==> src/rtl/mem_port_arbiter.sv <==
// mem_port_arbiter: round-robin fetch/data sharing of one variable-latency memory port with timeout and CPU stall
module mem_port_arbiter #(
    parameter int AW      = 32,
    parameter int TIMEOUT = 64,
    parameter int CW      = 7
) (
    input  logic          clk,
    input  logic          reset,
    input  logic          if_req,
    input  logic [AW-1:0] if_addr,
    output logic          if_gnt,
    output logic          if_valid,
    output logic [31:0]   if_rdata,
    input  logic          d_req,
    input  logic          d_we,
    input  logic [AW-1:0] d_addr,
    input  logic [31:0]   d_wdata,
    output logic          d_gnt,
    output logic          d_valid,
    output logic [31:0]   d_rdata,
    output logic          mem_req,
    output logic          mem_we,
    output logic [AW-1:0] mem_addr,
    output logic [31:0]   mem_wdata,
    input  logic          mem_ready,
    input  logic [31:0]   mem_rdata,
    output logic          err,
    output logic          stall
);
    typedef enum logic [1:0] {IDLE, BUSY_I, BUSY_D, DONE} state_t;
    localparam logic [CW-1:0] TO = CW'(TIMEOUT);

    state_t        state_q, state_d;
    logic          last_q, last_d;
    logic [CW-1:0] cnt_q, cnt_d, cnt_inc;
    logic          if_gnt_q, if_gnt_d, d_gnt_q, d_gnt_d;
    logic          if_valid_q, if_valid_d, d_valid_q, d_valid_d;
    logic          err_q, err_d, mem_req_q, mem_req_d, mem_we_q, mem_we_d;
    logic [AW-1:0] mem_addr_q, mem_addr_d;
    logic [31:0]   mem_wdata_q, mem_wdata_d, if_rdata_q, if_rdata_d, d_rdata_q, d_rdata_d;
    logic          i_el, d_el, pick_d, grant, busy, tmo, fin;

    // A port whose valid is high this cycle is dropping its req, so it is never eligible.
    assign i_el    = if_req & ~if_valid_q;
    assign d_el    = d_req & ~d_valid_q;
    assign pick_d  = d_el & (~i_el | ~last_q);
    assign grant   = (state_q == IDLE) & (i_el | d_el);
    assign busy    = (state_q == BUSY_I) | (state_q == BUSY_D);
    assign cnt_inc = cnt_q + 1'b1;
    assign tmo     = (TIMEOUT != 0) & ~mem_ready & (cnt_inc == TO);
    assign fin     = busy & (mem_ready | tmo);

    always_ff @(posedge clk or posedge reset) begin
        if (reset) begin
            state_q     <= IDLE;
            last_q      <= 1'b0;
            cnt_q       <= '0;
            if_gnt_q    <= 1'b0;
            d_gnt_q     <= 1'b0;
            if_valid_q  <= 1'b0;
            d_valid_q   <= 1'b0;
            err_q       <= 1'b0;
            mem_req_q   <= 1'b0;
            mem_we_q    <= 1'b0;
            mem_addr_q  <= '0;
            mem_wdata_q <= '0;
            if_rdata_q  <= '0;
            d_rdata_q   <= '0;
        end else begin
            state_q     <= state_d;
            last_q      <= last_d;
            cnt_q       <= cnt_d;
            if_gnt_q    <= if_gnt_d;
            d_gnt_q     <= d_gnt_d;
            if_valid_q  <= if_valid_d;
            d_valid_q   <= d_valid_d;
            err_q       <= err_d;
            mem_req_q   <= mem_req_d;
            mem_we_q    <= mem_we_d;
            mem_addr_q  <= mem_addr_d;
            mem_wdata_q <= mem_wdata_d;
            if_rdata_q  <= if_rdata_d;
            d_rdata_q   <= d_rdata_d;
        end
    end

    always_comb begin
        state_d = state_q;
        if (grant)
            state_d = pick_d ? BUSY_D : BUSY_I;
        else if (fin)
            state_d = DONE;
        else if (state_q == DONE)
            state_d = IDLE;
    end

    always_comb begin
        last_d      = grant ? pick_d : last_q;
        cnt_d       = grant ? '0 : ((busy & ~mem_ready) ? cnt_inc : cnt_q);
        if_gnt_d    = grant & ~pick_d;
        d_gnt_d     = grant & pick_d;
        mem_req_d   = grant | (mem_req_q & ~fin);
        mem_we_d    = grant ? (pick_d & d_we) : mem_we_q;
        mem_addr_d  = grant ? (pick_d ? d_addr : if_addr) : mem_addr_q;
        mem_wdata_d = (grant & pick_d) ? d_wdata : mem_wdata_q;
        if_valid_d  = fin & (state_q == BUSY_I);
        d_valid_d   = fin & (state_q == BUSY_D);
        err_d       = busy & tmo;
        if_rdata_d  = if_valid_d ? (mem_ready ? mem_rdata : '0) : if_rdata_q;
        // Stores leave the load data untouched; only a timeout clears it.
        d_rdata_d   = d_valid_d ? (mem_ready ? (mem_we_q ? d_rdata_q : mem_rdata) : '0) : d_rdata_q;
    end

    assign if_gnt    = if_gnt_q;
    assign d_gnt     = d_gnt_q;
    assign if_valid  = if_valid_q;
    assign d_valid   = d_valid_q;
    assign err       = err_q;
    assign mem_req   = mem_req_q;
    assign mem_we    = mem_we_q;
    assign mem_addr  = mem_addr_q;
    assign mem_wdata = mem_wdata_q;
    assign if_rdata  = if_rdata_q;
    assign d_rdata   = d_rdata_q;
    assign stall     = i_el | d_el;
endmodule

==> config.mk <==
export PLATFORM = sky130hd
export DESIGN_NAME = mem_port_arbiter
export DESIGN_NICKNAME = d
export VERILOG_FILES = /design/src/rtl/mem_port_arbiter.sv
export SDC_FILE = /design/constraint.sdc
export NUM_CORES = 1
export LEC_CHECK = 0
export ABC_AREA = 1
export CAP_MARGIN = 20
export CORE_UTILIZATION = 43
export DETAILED_ROUTE_END_ITERATION = 10
export GPL_TIMING_DRIVEN = 0
export PLACE_DENSITY_LB_ADDON = 0.05
export SLEW_MARGIN = 0
export SYNTH_ARGS = -nofsm -noshare
export SYNTH_HDL_FRONTEND = slang
export SYNTH_SLANG_ARGS = --single-unit
==> constraint.sdc <==
create_clock -name clk -period 6 [get_ports clk]
set_input_delay 1.2 -clock clk [delete_from_list [all_inputs] [get_ports clk]]
set_output_delay 1.2 -clock clk [all_outputs]
set_load 0.01 [all_outputs]
# Word-level counts from Yosys, hierarchy flattened
# Index checks and enable logic that the tools add are counted.
# Widths: inputs -> output; s select.
# classes
n_addsub	1
n_eq_ne	5
mux	10
bitwise	26
reduce_logical	4
# op_table
operator	count
$mux 32	4
$and 1x1->1	14
$mux 7	2
$mux 2	4
$add 7x1->7 const B	1
$eq 7x7->1 const B	1
$not 1->1	7
$or 1x1->1	5
$eq 2x2->1 const B	2
$reduce_bool 3->1	1
$eq 2x1->1 const B	1
$logic_not 2->1	1
$ne 2x2->1 const B	1
$reduce_and 2->1	1
$reduce_bool 2->1	1
# totals
ff_bits	145
elab_cells	60

# Depth between registers and ports, before layout
# depth
depth_word	8
ltp_mapped	14
depth_no_buf	13

# Least setup slack after synthesis
# OpenSTA, ideal clock, no wires.
# synth_timing
kind	in2out
from	input d_req
to	output stall
arrival_time_ns	1.488
setup_slack_ns	3.312
path_stages	2
path_buffers	0
cell_sequence	inv_1 > o22ai_1
# synth_via
elab_chain_len	2
# synth_lines
element	line_no	text
start: declaration	14	input logic d_req,
$and 1x1->1	45	assign d_el = d_req & ~d_valid_q;
$or 1x1->1	125	assign stall = i_el | d_el;
end: declaration	28	output logic stall
# No other way between the ends.

# Worst setup path in the final report
# Same ends and word-level chain as after synthesis.

==> results.py <==
metrics = {
    "outcome": {
        "status": "completed",
    },
    "power_and_ir_drop": {
        "vdd_drop_max_mv": 0.279,
        "power_density_nw_per_um2": 500,
        "power.leakage_nw": 4.99,
    },
    "global_routing": {
        "grt_max_degree": 97,
        "grt_pass1_vias": 5887,
        "antenna_found_initial": 0,
        "grt_overflow": 0,
        "grt_pass1_wl_mm": 29.7,
        "grt_usage": 0.263,
    },
    "yosys": {
        "synth-seq-area-share": 0.579,
        "avgSynthCellArea_um2": 8.18,
        "synth_cell_types": 22,
        "ys_ff_latch": 145,
        "yosys_warnings": 0,
        "synth_nets": 905,
        "postSynthCellCount": 766,
        "netlist_area_um2": 6260,
    },
    "clock_tree": {
        "cts-resized-gates": 0,
        "cts_max_path_buffers": 2,
        "cts.sinks": 145,
        "postCtsSetupBuffers": 0,
        "cts_max_level": 4,
        "cts_hold_buffers": 0,
        "clk_pin_slew_ns": 0.06,
        "cts_tree": "built",
        "cts-root-buf": "clkbuf_16",
        "clk_latency_ns": 0.42,
        "cts_buffers": 17,
    },
    "layout": {
        "drive_gt1_frac": 0.0460,
        "finish.utilization": 0.705,
        "stdcell_count": 1246,
        "areaGrowthSynthToFinish_pct": 58.0,
        "final_cell_area_um2": 9890,
        "fillers": 1165,
        "antenna_cells": 0,
        "final_net_count": 1193,
    },
    "sta": {
        "rsz0062_at_grt": "no",
        "fin_crit_ns": 3.69,
        "slew_headroom": 0.630,
        "fin_crit_sh": 0.615,
        "hold_ws_ns": 0.478,
        "skew_ns": 0.00822,
        "hold_viol": 0,
        "finalSetupViolations": 0,
        "final_max_slew_viol_count": 0,
        "fmaxAchievable_mhz": 271,
        "worst_pin_slew_ns": 0.556,
    },
    "worst_setup_path": {
        "critPathKind": "primary input to primary output",
        "cp.arrival_ns": 2.49,
        "max_stage_delay_ns": 0.61,
        "cp-end-kind": "primary output",
        "cpMostUsedCell": "clkdlybuf4s50_1",
        "critPathLaunchType": "primary input",
        "crit_slowest_cell": "clkdlybuf4s50_1",
        "required_ns": 4.80,
        "crit_fanout": 2,
        "path_cells": "clkdlybuf4s50_1 > inv_1 > o22ai_1 > clkdlybuf4s50_1",
        "path_buf_inv": 3,
        "cp_top_family": "buffers and inverters",
    },
    "floorplan": {
        "start_util": 0.446,
        "die_area_um2": 15100,
        "core-area_um2": 14000,
        "rows": 43,
        "dieHeight_um": 123,
        "pin_count": 270,
        "die_w_um": 123,
    },
    "routing": {
        "drc": 0,
        "routedWlPerCell_um": 15.1,
        "first_pass_iters": 4,
        "antenna_left": 0,
        "viasPerCell": 4.80,
        "drt_wl_total_mm": 18.9,
        "dr_total_vias": 5981,
        "dr.first_iter.drc_count": 374,
    },
    "place": {
        "place_area_um2": 9200,
        "port_buffers": 268,
        "dp_cells": 1215,
        "hpwl_mm": 13.7,
        "gp_congestion": 0.817,
    },
    "run": {
        "maxCapViolCount": 0,
    },
    "min_path": {
        "holdCritPathClass": "flop to flop",
    },
}
-- layout make-up --
cell class	count	area, um^2	share of cell area
buffer	43	184	0.0186
clock buffer	20	457	0.0462
clock inverter	11	233	0.0235
inverter	57	219	0.0221
multi-input combinational	521	2240	0.226
sequential	145	3630	0.367
tap	180	225	0.0228
timing repair buffer	269	2710	0.274
-- worst register-to-register path: stages (launching register included) --
cell and delay, ns:
dfrtp_1 0.41, ha_1 0.26, nand3_1 0.14, nand2_1 0.06, nand2_1 0.07, nand2_1 0.06, nor2_1 0.14, nand2_2 0.12
nand2_2 0.12, nand2_4 0.11, clkbuf_1 0.23, o21ai_0 0.23, nand2_1 0.08
-- cells in the final DEF, fill, tap and decap left out --
cell	instances
nand2_1	385
clkdlybuf4s50_1	268
dfrtp_1	145
inv_1	56
nand3_1	37
nand4_1	36
o21ai_0	34
clkbuf_1	26
clkbuf_16	17
nor2_1	11
buf_2	8
bufinv_16	7
buf_1	6
ha_1	5
o22ai_1	4
buf_4	3
clkinv_2	3
nand2_2	2
clkbuf_8	2
o21ai_1	1
o21bai_1	1
a21oi_2	1
nand2_4	1
nor2_8	1
clkbuf_2	1
inv_6	1
a22o_1	1
xor2_1	1
clkinvlp_4	1
buf_16	1
-- layer usage --
metal | global-route usage | vias to the layer above | wire (um)
li1 | - | 2966 | -
met1 | 0.318 | 2800 | 7790
met2 | 0.440 | 187 | 9380
met3 | 0.0888 | 28 | 1370
met4 | 0.0869 | 0 | 318
met5 | 0 | - | 0
-- path summary, 6_finish.rpt --
check / start / endpoint / slack [ns] / cells after the start
max: d_req / stall / 2.31 / 4
min reg2reg: d_rdata[22]$_DFFE_PP0P_ / d_rdata[22]$_DFFE_PP0P_ / 0.48 / 2
min: d_rdata[22]$_DFFE_PP0P_ / d_rdata[22]$_DFFE_PP0P_ / 0.48 / 2
max in group asynchronous: reset / d_rdata[22]$_DFFE_PP0P_ / 3.99 / 3
max reg2reg: cnt_q[0]$_DFFE_PP0P_ / if_rdata[21]$_DFFE_PP0P_ / 3.84 / 12
min in group asynchronous: reset / mem_wdata[15]$_DFFE_PP0P_ / 1.17 / 2
-- Yosys cell counts --
master,count,area share
o21bai_1,1,0.0012
clkbuf_1,25,0.015
o21ai_1,1,0.00080
ha_1,5,0.010
nand2_2,2,0.0020
buf_2,8,0.0064
nand4_1,36,0.036
dfrtp_1,145,0.58
inv_1,57,0.034
o21ai_0,34,0.027
nand2_4,1,0.0018
nand3_1,37,0.030
xor2_1,1,0.0014
buf_4,3,0.0036
a22o_1,1,0.0014
buf_1,6,0.0036
o22ai_1,4,0.0040
clkbuf_2,1,0.00080
a21oi_2,1,0.0014
nor2_8,1,0.0032
nand2_1,385,0.23
nor2_1,11,0.0066
-- kinds of logic (layout without fill, tap and decap cells) --
| group | count (synthesis) | after routing | synth area share |
|---|---|---|---|
| buffers and inverters | 100 | 400 | 0.0635 |
| flip-flops | 145 | 145 | 0.579 |
| adder cells (fa/ha/maj) | 5 | 5 | 0.00999 |
| AO/OA/AOI/OAI | 42 | 42 | 0.0360 |
| AND/OR/NAND/NOR | 473 | 473 | 0.310 |
| XOR/XNOR | 1 | 1 | 0.00140 |
-- per-stage QoR --
| stage | TNS (ns) | total power [mW] | worst slack [ns] |
|---|---|---|---|
| 2_1_floorplan | 0 | 2.56 | 0.905 |
| 3_3_place_gp | -171.16 | 3.68 | -1.20 |
| 3_5_place_dp | 0 | 3.71 | 2.33 |
| 4_1_cts | 0 | 4.98 | 2.32 |
| 5_1_grt | 0 | 5.26 | 2.28 |
| 6_report | 0 | 4.94 | 2.31 |
-- sequential cells by signal, summed over array words and instances, names as in the netlist --
name	flops
err	1
if_rdata	32
cnt_q	7
d_gnt	1
mem_addr	32
mem_req	1
d_valid	1
mem_we	1
last_q	1
state_q	2
if_gnt	1
if_valid	1
d_rdata	32
mem_wdata	32
-- report_power, final --
part,internal (mW),switching [mW]
clock network,0.839,0.407
registers,1.38,0.235
logic,1.01,1.07
(Power assumes the default switching activity.)
